**config.mk**
```make
export PLATFORM = sky130hd
export DESIGN_NAME = alu_seq
export DESIGN_NICKNAME = d
export VERILOG_FILES = /design/src/rtl/alu_seq.sv
export SDC_FILE = /design/constraint.sdc
export NUM_CORES = 1
export LEC_CHECK = 0
export ABC_AREA = 1
export CORE_MARGIN = 2
export CORE_UTILIZATION = 55
export DETAILED_ROUTE_END_ITERATION = 10
export PLACE_DENSITY = 0.76
export REMOVE_ABC_BUFFERS = 1
export SLEW_MARGIN = 20
export SYNTH_ARGS = -nofsm -noshare
export SYNTH_HDL_FRONTEND = slang
export SYNTH_SLANG_ARGS = --single-unit
```
**constraint.sdc**
```tcl
create_clock -name clk -period 5.4 [get_ports clk]
set_input_delay 0.54 -clock clk [delete_from_list [all_inputs] [get_ports clk]]
set_output_delay 0.54 -clock clk [all_outputs]
set_load 0.02 [all_outputs]
```
**src/rtl/alu_seq.sv**
```systemverilog
// Registered 8-op ALU with valid/ready handshakes on both sides.
// sel=111 runs an iterative shift-add multiply over WIDTH cycles.
module alu_seq #(
    parameter int WIDTH = 8
) (
    input  logic             clk,
    input  logic             rst,
    input  logic             in_valid,
    output logic             in_ready,
    input  logic [WIDTH-1:0] a,
    input  logic [WIDTH-1:0] b,
    input  logic [2:0]       sel,
    output logic             out_valid,
    input  logic             out_ready,
    output logic [WIDTH-1:0] c,
    output logic             borrow,
    output logic             carry,
    output logic             equal,
    output logic             less,
    output logic             more
);

    localparam int CNT_W = $clog2(WIDTH + 1);

    typedef enum logic [1:0] {
        S_IDLE = 2'd0,
        S_MUL  = 2'd1,
        S_HOLD = 2'd2
    } state_t;

    state_t               r_state;
    logic                 r_out_valid;
    logic [WIDTH-1:0]     r_c;
    logic                 r_borrow;
    logic                 r_carry;
    logic                 r_equal;
    logic                 r_less;
    logic                 r_more;
    logic [2*WIDTH-1:0]   r_acc;
    logic [2*WIDTH-1:0]   r_mcand;
    logic [WIDTH-1:0]     r_mplier;
    logic [CNT_W-1:0]     r_cnt;

    logic [WIDTH:0]       w_sum;
    logic [WIDTH:0]       w_dif;
    logic [WIDTH-1:0]     w_c;
    logic                 w_borrow;
    logic                 w_carry;
    logic                 w_equal;
    logic                 w_less;
    logic                 w_more;
    logic [2*WIDTH-1:0]   w_acc_nx;
    logic [2*WIDTH-1:0]   w_a_ext;

    assign in_ready  = (r_state == S_IDLE);
    assign out_valid = r_out_valid;
    assign c         = r_c;
    assign borrow    = r_borrow;
    assign carry     = r_carry;
    assign equal     = r_equal;
    assign less      = r_less;
    assign more      = r_more;

    assign w_sum   = {1'b0, a} + {1'b0, b};
    assign w_dif   = {1'b0, a} - {1'b0, b};
    assign w_a_ext = {{WIDTH{1'b0}}, a};

    always_comb begin
        w_c      = '0;
        w_borrow = 1'b0;
        w_carry  = 1'b0;
        w_equal  = 1'b0;
        w_less   = 1'b0;
        w_more   = 1'b0;
        unique case (sel)
            3'b000: begin
                w_c     = w_sum[WIDTH-1:0];
                w_carry = w_sum[WIDTH];
            end
            3'b001: begin
                w_c      = w_dif[WIDTH-1:0];
                w_borrow = (a < b);
            end
            3'b010: w_c = a ^ b;
            3'b011: w_c = a & b;
            3'b100: w_c = ~(a | b);
            3'b101: w_c = ~(a & b);
            3'b110: begin
                w_equal = (a == b);
                w_less  = (a < b);
                w_more  = (a > b);
            end
            3'b111: w_c = '0;
        endcase
    end

    // One partial product per cycle; the first is folded into the accept edge
    assign w_acc_nx = r_acc + (r_mplier[0] ? r_mcand : '0);

    always_ff @(posedge clk or posedge rst) begin
        if (rst) begin
            r_state     <= S_IDLE;
            r_out_valid <= 1'b0;
            r_c         <= '0;
            r_borrow    <= 1'b0;
            r_carry     <= 1'b0;
            r_equal     <= 1'b0;
            r_less      <= 1'b0;
            r_more      <= 1'b0;
            r_acc       <= '0;
            r_mcand     <= '0;
            r_mplier    <= '0;
            r_cnt       <= '0;
        end else begin
            unique case (r_state)
                S_IDLE: begin
                    if (in_valid) begin
                        if (sel == 3'b111) begin
                            r_acc    <= b[0] ? w_a_ext : '0;
                            r_mcand  <= w_a_ext << 1;
                            r_mplier <= b >> 1;
                            r_cnt    <= CNT_W'(WIDTH - 2);
                            r_state  <= S_MUL;
                        end else begin
                            r_c         <= w_c;
                            r_borrow    <= w_borrow;
                            r_carry     <= w_carry;
                            r_equal     <= w_equal;
                            r_less      <= w_less;
                            r_more      <= w_more;
                            r_out_valid <= 1'b1;
                            r_state     <= S_HOLD;
                        end
                    end
                end
                S_MUL: begin
                    r_acc    <= w_acc_nx;
                    r_mcand  <= r_mcand << 1;
                    r_mplier <= r_mplier >> 1;
                    if (r_cnt == '0) begin
                        r_c         <= w_acc_nx[WIDTH-1:0];
                        r_carry     <= |w_acc_nx[2*WIDTH-1:WIDTH];
                        r_borrow    <= 1'b0;
                        r_equal     <= 1'b0;
                        r_less      <= 1'b0;
                        r_more      <= 1'b0;
                        r_out_valid <= 1'b1;
                        r_state     <= S_HOLD;
                    end else begin
                        r_cnt <= r_cnt - 1'b1;
                    end
                end
                S_HOLD: begin
                    if (out_ready) begin
                        r_out_valid <= 1'b0;
                        r_state     <= S_IDLE;
                    end
                end
                default: r_state <= S_IDLE;
            endcase
        end
    end

endmodule

```
Word-level counts from Yosys, hierarchy flattened
Index checks and enable logic that the tools add are counted.

word-level totals
  bits in registers = 60
  input bits = 23
  output and inout port bits = 15

operators by class
  add/subtract/negate cells = 4
  $lt $le $gt $ge = 2
  equality and inequality tests = 16
  mux-type cells = 52
  bitwise logic cells = 5
  reductions and logical operators = 11

operators with widths
  kind                number
  $mux 16             5
  $pmux 16 s2         2
  $mux 8              6
  $pmux 8 s6          1
  $pmux 8 s2          2
  $mux 1              21
  $add 16x16->16      1
  $not 8->8           2
  $eq 3x3->1 const B  4
  $mux 4              3
  $ne 2x2->1 const B  5
  $pmux 1 s2          5
  $add 8x8->9         1
  $and 8x8->8         1
  $eq 8x8->1          1
  $gt 8x8->1          1
  $lt 8x8->1          1
  $mux 2              4
  $or 8x8->8          1
  $pmux 4 s2          1
  $reduce_and 4->1    2
  $reduce_or 8->1     1
  $sub 8x8->8         1
  $xor 8x8->8         1
  other kinds (15)    17

Logic depth before layout (Yosys ltp)
Gate-level depths: netlist of the first run.

  depth in word-level cells = 6
  gate-level depth with buffers = 19
  depth with buffers taken out = 18

Least setup slack after synthesis of the first run
No wires, ideal clock.

  path kind = flip-flop to flip-flop
  start point = register r_mplier[0]
  end point = register r_carry (netlist: carry)
  setup time = 0.116 ns
  data arrival time = 2.041 ns
  data required time = 5.284 ns
  setup slack = 3.242 ns
  stages on the path, launching flop included = 19
  path buffers = 1
  period minus slack after synthesis = 2.158 ns
  path through = dfrtp_1 > clkbuf_1 > nand2_1 > inv_1 > ha_1 > inv_1 > fa_1 > inv_1 > nand3_1 > nand2_1 > nand2_1 > nand2_1 > nand2_1 > nand3b_1 > nand2_1 > nor2_1 > nand2_1 > nand2_1 > nand2_1

on the way
  longest elaborated chain between the ends = 5

ends and longest elaborated chain
  item                      line  source
  start: declaration        41    logic [WIDTH-1:0] r_mplier;
  start signal: assignment  121   r_mplier <= b >> 1;
  start signal: assignment  139   r_mplier <= r_mplier >> 1;
  $mux 16                   98    assign w_acc_nx = r_acc + (r_mplier[0] ? r_mcand : '0);
  $add 16x16->16            98
  $reduce_or 8->1           142   r_carry <= |w_acc_nx[2*WIDTH-1:WIDTH];
  $mux 1                    140   if (r_cnt == '0) begin
  $pmux 1 s2                115   unique case (r_state)
  end signal: assignment    127   r_carry <= w_carry;
  end signal: assignment    142
  end: declaration          35    logic r_carry;

No other way between the ends. The select of a mux whose other input is x is not followed.
A chain may end at the register's enable or synchronous reset.

Worst setup path in the final report of the first run
  start point = input port sel[1]
  end point = register r_acc[2]

on the way
  longest elaborated chain between the ends = 3

ends and longest elaborated chain
  item                        line  source
  start: declaration          12    input logic [2:0] sel,
  $eq 3x3->1                  118   if (sel == 3'b111) begin
  $ne 2x1->1 (no line)        -
  $reduce_and 3->1 (no line)  -
  end signal: assignment      119   r_acc <= b[0] ? w_a_ext : '0;
  end signal: assignment      137   r_acc <= w_acc_nx;
  end: declaration            39    logic [2*WIDTH-1:0] r_acc;

No other way between the ends.

==> metrics.md, run 1 <==
| Metric | Value |
|---|---|
| Hpwl dp | 9254 um |
| Syn Std Cell Area | 4673 um^2 |
| CTS tree | built |
| #FFs+latches synth | 58 |
| Status | finished, final reports clean |
| Min Tclk post-route | 3.435 ns |
| Area after DPL | 5094 um^2 |
| Syn Inst Count | 678 |
| Vias in the first global route | 4508 |
| Initial antenna violation count | 0 |
| Layout fillers | 754 |
| Post-route DRC | 0 |
| Pin count of the biggest net entering global routing | 59 |
| Die height | 96.18 um |
| Pleak | 2.806 nW |
| Avg Cell Area, Syn | 6.893 um^2 |
| Post-synth EDFFs | 0 |
| Ports | 38 |
| Clk_lat worst skew | 0.34 ns |
| CP Buf/Inv Count | 2 |
| Final Setup Violations | 0 |
| Root Buffer | clkbuf_8 |
| Share of cells above drive strength 1 | 0.06014 |
| Data arrival time of the worst path | 3.63 ns |
| Core Rows | 33 |
| Via Count | 4583 |
| Delay-heaviest family, CP | buffers and inverters |
| Fin nets | 775 |
| CTS Buf Count | 9 |
| Post-CTS Hold Buffers | 0 |
| Worst VDD drop | 0.2415 mV |
| Number of detailed-route iterations in the first pass | 5 |
| Prevailing post-synth register cell | dfrtp_1 |
| Max H-tree Level | 3 |
| CTS clk-pin slew, worst paths | 0.07 ns |
| Port bufs | 37 |
| GP Congestion | 1.010 |
| Post-Route WL | 12400 um |
| Initial core utilization | 0.5688 |
| Hold crit path type | reg -> reg |
| Critical-path cell list | clkdlybuf4s50_1 -> nand2_2 -> o21ai_1 -> nand2_1 -> clkinv_1 -> nand3_1 -> o221ai_1 |
| Register area share after synthesis | 0.3106 |
| Fin crit share | 0.6361 |
| RSZ-0062 raised after global routing | false |
| Vias per std cell | 5.589 |
| 1st-iter DRT viols | 279 |
| Post-CTS resize count | 0 |
| Worst setup EP type | flip-flop |
| Area of the multi-input gates | 2710 um^2 |
| CTS sink cnt | 58 |
| Crit path max-delay cell type | clkinv_1 |
| Final hold vios | 0 |
| Final instance area | 5308 um^2 |
| Antenna diodes | 0 |
| Fmax | 291.1 MHz |
| Gr ovfl total | 0 |
| Setup TNS | 0 ns |
| Pwr/cell area | 581.4 nW/um^2 |
| # Max-Cap Violations | 0 |
| Kind of critical path | in -> reg |
| First-pass GRT wire length | 20610 um |
| Die width | 96.18 um |
| Wire length per cell | 15.12 um |
| Critical Path Fanout Max | 29 |
| Clock skew | 0.008998 ns |
| Startpoint Class | primary input |
| Worst slew pin tran | 1.089 ns |
| Die ar. | 9251 um^2 |
| Post-CTS Repair Setup Buffers | 0 |
| DRT antenna net count | 0 |
| Core area | 8217 um^2 |
| Max Slew Vio Count | 0 |
| CP max stage delay | 0.93 ns |
| Slew headroom | 0.2722 |
| Global Route Usage Sum | 0.2892 |
| Req. time, crit path | 5.59 ns |
| Yosys warnings | 0 |
| Area grow syn2layout | 13.57% |
| CTS max path bufs | 2 |
| Yosys cell types | 50 |
| Synth async-reset ratio | 1.000 |
| Flip-flop and latch area | 1451 um^2 |
per-layer routing:
| metal | part of all wire | wire (um) | global-route usage | up-vias |
|---|---|---|---|---|
| met1 | 0.43 | 5353 | 0.3684 | 2140 |
| li1 | - | - | - | 2259 |
| met2 | 0.48 | 5964 | 0.4844 | 153 |
| met3 | 0.057 | 701 | 0.04933 | 31 |
| met5 | 0 | 0 | 0 | - |
| met4 | 0.030 | 377 | 0.1214 | 0 |
layout make-up:
cell class                      instances  area share
Tap cell                              105     0.02475
Sequential cell                        58      0.2735
Clock buffer                           12     0.03112
Clock inverter                          4    0.009194
Inverter                              110     0.07826
Multi-Input combinational cell        492      0.5106
Timing Repair Buffer                   39     0.07261
worst min-delay path: cells and delay by family, from the launching register on:
family	cells	cell delay (ns)
DFF	1	0.35
AOI/OAI and AO/OA	1	0.06
and+or+nand+nor	1	0.05
Yosys cell counts, drive strengths merged, types with 3 or more instances:
library cell / instances / share of area
nand2: 205 / 0.17
inv: 109 / 0.088
nand3: 65 / 0.070
dfrtp: 58 / 0.31
nor2: 52 / 0.044
ha: 39 / 0.10
a21oi: 31 / 0.034
o21ai: 23 / 0.025
buf: 12 / 0.016
a31oi: 11 / 0.015
nor3: 10 / 0.018
o22ai: 8 / 0.011
nand4: 7 / 0.011
clkbuf: 6 / 0.0048
o211ai: 5 / 0.0080
o31ai: 5 / 0.011
fa: 3 / 0.013
or2: 3 / 0.0040
xor2: 3 / 0.0056
cell families (layout without fill, tap and decap cells):
logic type	after synthesis	in the layout	share of synthesized area
and+or+nand+nor	346	346	0.3210
xor gates and xnor gates	3	3	0.005624
buffers and inverters	128	165	0.1095
adders and majority gates	42	42	0.1173
AOI/OAI and AO/OA	101	101	0.1360
DFF	58	58	0.3106
per-stage QoR:
step / util / cells / hold slack (ns) / power (mW) / worst slack, ns
3_5_place_dp: 0.6199 / 804 / 0.4750 / 2.633 / 1.660
4_1_cts: 0.6460 / 820 / 0.4936 / 3.083 / 2.014
5_1_grt: 0.6460 / 820 / 0.5117 / 3.378 / 1.685
3_3_place_gp: 0.6199 / 804 / 0.4664 / 2.569 / 1.824
6_report: 0.6460 / 820 / 0.4895 / 3.086 / 1.965
2_1_floorplan: - / 660 / 0.4515 / 2.114 / 3.127
sequential cells by signal, summed over array words and instances (netlist names):
| name | count |
|---|---|
| equal | 1 |
| carry | 1 |
| r_state | 2 |
| more | 1 |
| borrow | 1 |
| r_acc | 16 |
| out_valid | 1 |
| r_mplier | 7 |
| c | 8 |
| less | 1 |
| r_mcand | 15 |
| r_cnt | 4 |
where the power goes:
group	leakage, nW	internal, mW	switching [mW]
combinational	2.00	0.665	1.20
sequential	0.691	0.645	0.154
clock	0.112	0.250	0.176
layout by cell type, fill, tap and decap left out, drive strengths merged, types with 3 or more instances in the layout:
cell	instances
nand3	65
inv	109
nand4	7
o211ai	5
ha	39
nor2	52
clkbuf	12
nor3	10
xor2	3
a31oi	11
nand2	205
or2	3
o31ai	5
o21ai	23
clkinv	4
dfrtp	58
clkdlybuf4s50	37
a21oi	31
fa	3
o22ai	8
final timing paths:
check,slack [ns],end,cells after the start,start
max,1.97,r_acc[2],7,sel[1]
max in group asynchronous,4.20,c[2],3,rst
min,0.49,r_mcand[15],2,r_mcand[15]
min reg2reg,0.49,r_mcand[15],2,r_mcand[15]
max reg2reg,2.32,r_acc[2],6,r_state[0]
min in group asynchronous,0.72,c[7],3,rst
Note: power is estimated with default switching activity, not from simulation.
==> inputs of run 2 (changes only) <==
- CORE_UTILIZATION: 55 -> 54
- PLACE_DENSITY: 0.76 -> 0.78
- clock period: 5.4 -> 2.8 ns (I/O delays scaled with it)
==> run 2 against run 1 <==
  * Clock skew increased by 0.0038 ns
  * Highest routed layer unchanged
  * Count of clock-buffer cells in the layout decreased by 3
  * Sequential cell count unchanged
  * Sequential share of layout area decreased by 0.21 points
  * Worst hold slack got worse by 0.025 ns
  * Register-to-register slack got worse by 1.9 ns
  * Routed wire length decreased by 3.3%
  * Power increased by 95%
  * Clock power increased by 110%
  * Utilization decreased by 0.15 points
  * First-iteration DRC count increased by 14%
==> metrics.md, run 2 (synthesized netlist as in run 1, its figures left out) <==
| Metric | Value |
|---|---|
| Pwr/cell area | 1125 nW/um^2 (was 581.4 nW/um^2) |
| Core area | 8299 um^2 (was 8217 um^2) |
| Pin count of the biggest net entering global routing | 48 (was 59) |
| Worst Reg-to-Reg Cells | 17 (was 6) |
| CTS sink cnt | 58 (unchanged) |
| Worst r2r dst | carry (was r_acc[2]) |
| Placed Cells | 808 (was 804) |
| Core Rows | 33 (unchanged) |
| Min Tclk post-route | 2.334 ns |
| Max Slew Vio Count | 0 (unchanged) |
| Critical-path cell list | nand2_1 -> inv_1 -> ha_1 -> inv_1 -> fa_1 -> inv_1 -> nand3_1 -> nand2_1 -> nand3_1 -> nand3_1 -> nand2_1 -> nand2_1 -> nand2_1 -> nor2_1 -> nand2_1 -> nand2_1 -> nand2_1 (was clkdlybuf4s50_1 -> nand2_2 -> o21ai_1 -> nand2_1 -> clkinv_1 -> nand3_1 -> o221ai_1) |
| Clk_lat worst skew | 0.34 ns (about the same) |
| First-pass GRT wire length | 20660 um (was 20610 um) |
| Top reg by flops | r_acc (unchanged) |
| Area grow syn2layout | 14.46% (was 13.57%) |
| Ports | 38 (unchanged) |
| # Max-Cap Violations | 0 (unchanged) |
| Fin nets | 779 (was 775) |
| Number of detailed-route iterations in the first pass | 5 (unchanged) |
| Post-route DRC | 0 (unchanged) |
| Post-CTS resize count | 0 (unchanged) |
| Slew headroom | 0.3809 (was 0.2722) |
| CP max stage delay | 0.38 ns (was 0.93 ns) |
| Crit path max-delay cell type | dfrtp_1 (was clkinv_1) |
| Post-CTS Repair Setup Buffers | 0 (unchanged) |
| Worst slew pin tran | 0.9273 ns (was 1.089 ns) |
| Fmax | 428.4 MHz |
| Startpoint Class | flip-flop (was primary input) |
| CTS tree | built (unchanged) |
| Gr ovfl total | 0 (unchanged) |
| Final core occ | 0.6445 (was 0.6460) |
| Reg2reg setup slack | 0.47 ns (was 2.32 ns) |
| CTS max path bufs | 2 (unchanged) |
| Post-CTS Hold Buffers | 0 (unchanged) |
| Clock skew | 0.01280 ns (was 0.008998 ns) |
| Max H-tree Level | 3 (unchanged) |
| Final Setup Violations | 0 (unchanged) |
| CTS Buf Count | 9 (unchanged) |
| Die width | 97.03 um (was 96.18 um) |
| Kind of critical path | reg -> reg (was in -> reg) |
| Fin crit share | 0.8337 |
| Req. time, crit path | 3.04 ns (was 5.59 ns) |
| Vias per std cell | 5.533 (was 5.589) |
| Hpwl dp | 9104 um (was 9254 um) |
| Share of cells above drive strength 1 | 0.06537 (was 0.06014) |
| Antenna diodes | 0 (unchanged) |
| Total power draw | 6.018 mW (was 3.086 mW) |
| Final hold vios | 0 (unchanged) |
| DRT antenna net count | 0 (unchanged) |
| Data arrival time of the worst path | 2.57 ns (was 3.63 ns) |
| Vias in the first global route | 4522 (was 4508) |
| FF-to-FF Start | r_mcand[1] (was r_state[0]) |
| Commonest non-fill, non-tap cell in the layout | nand2_1 (unchanged) |
| CP Buf/Inv Count | 3 (was 2) |
| Most frequent cells in the layout | 201 x nand2_1, 101 x inv_1, 65 x nand3_1 (unchanged) |
| Status | finished, final reports clean (unchanged) |
| Max reg flops | 16 (unchanged) |
| Via Count | 4559 (was 4583) |
| Setup TNS | 0 ns (unchanged) |
| Critical Path Fanout Max | 5 (was 29) |
| Initial antenna violation count | 0 (unchanged) |
| CP dominant cell by count | nand2_1 |
| Wire length per cell | 14.54 um (was 15.12 um) |
| Port bufs | 37 (unchanged) |
| Root Buffer | clkbuf_8 (unchanged) |
| CTS clk-pin slew, worst paths | 0.08 ns (was 0.07 ns) |
| Pleak | 2.818 nW (was 2.806 nW) |
| Initial core utilization | 0.5631 (was 0.5688) |
| Hold crit path type | in -> async (was reg -> reg) |
| Global Route Usage Sum | 0.2635 (was 0.2892) |
| 1st-iter DRT viols | 319 (was 279) |
| RSZ-0062 raised after global routing | false (unchanged) |
| GP Congestion | 1.067 (was 1.010) |
| Post-Route WL | 11980 um (was 12400 um) |
| Worst VDD drop | 0.5650 mV (was 0.2415 mV) |
| Delay-heaviest family, CP | simple AND/OR/NAND/NOR gates (was buffers and inverters) |
| Die ar. | 9414 um^2 (was 9251 um^2) |
| Die height | 97.03 um (was 96.18 um) |
| Post-Layout Cell Count | 824 (was 820) |
| Worst setup EP type | flip-flop (unchanged) |
-- run 2: power by group --
part / internal, mW / switching (mW) / total (mW) / leakage, nW
Sequential: 1.24 / 0.264 / 1.51 / 0.691
Combinational: 1.30 / 2.34 / 3.63 / 2.02
Clock: 0.507 / 0.369 / 0.876 / 0.106
Total: 3.05 / 2.97 / 6.02 / 2.82
-- run 2: routing by layer --
layer	vias to the layer above	wire, um	share of wire	global-route usage
met3	26	644	0.054	0.03613
met5	-	0	0	0
met2	162	5748	0.48	0.4364
met4	0	282	0.024	0.09534
li1	2270	-	-	-
met1	2101	5310	0.44	0.3530
-- run 2: how the worst max path moves through the flow --
stage	start	endpoint	slack [ns]	cells after the start
6_report	r_mcand[1]	carry	0.47	17
5_1_grt	r_mcand[1]	carry	0.15	17
3_3_place_gp	a[1]	c[7]	0.33	13
2_1_floorplan	r_mplier[0]	carry	0.56	17
3_5_place_dp	a[2]	c[7]	0.34	12
4_1_cts	r_mcand[1]	carry	0.49	17
-- run 2: worst reg2reg max path, cell delays in order, from the launching register on --
cell	delay, ns
dfrtp_1	0.38
nand2_1	0.06
inv_1	0.05
ha_1	0.22
inv_1	0.07
fa_1	0.38
inv_1	0.11
nand3_1	0.07
nand2_1	0.17
nand3_1	0.13
nand3_1	0.09
nand2_1	0.06
nand2_1	0.08
nand2_1	0.06
nor2_1	0.12
nand2_1	0.09
nand2_1	0.06
nand2_1	0.04
-- run 2: stage by stage --
stage	hold slack [ns]	worst slack, ns	instance area [um^2]
detailed placement	0.4738	0.3408	5124
floorplan	0.4253	0.5649	4577
CTS	0.4907	0.4890	5349
finish	0.4646	0.4656	5349
global placement	0.4679	0.3343	5124
global route	0.5162	0.1530	5349
-- run 2: cell type report --
| class | instances | area, um^2 |
|---|---|---|
| Fill cell | 745 | 2950 |
| Multi-Input combinational cell | 492 | 2710 |
| Sequential cell | 58 | 1451 |
| Timing Repair Buffer | 43 | 415.4 |
| Inverter | 110 | 415.4 |
| Tap cell | 105 | 131.4 |
| Clock buffer | 9 | 123.9 |
| Clock inverter | 7 | 101.3 |
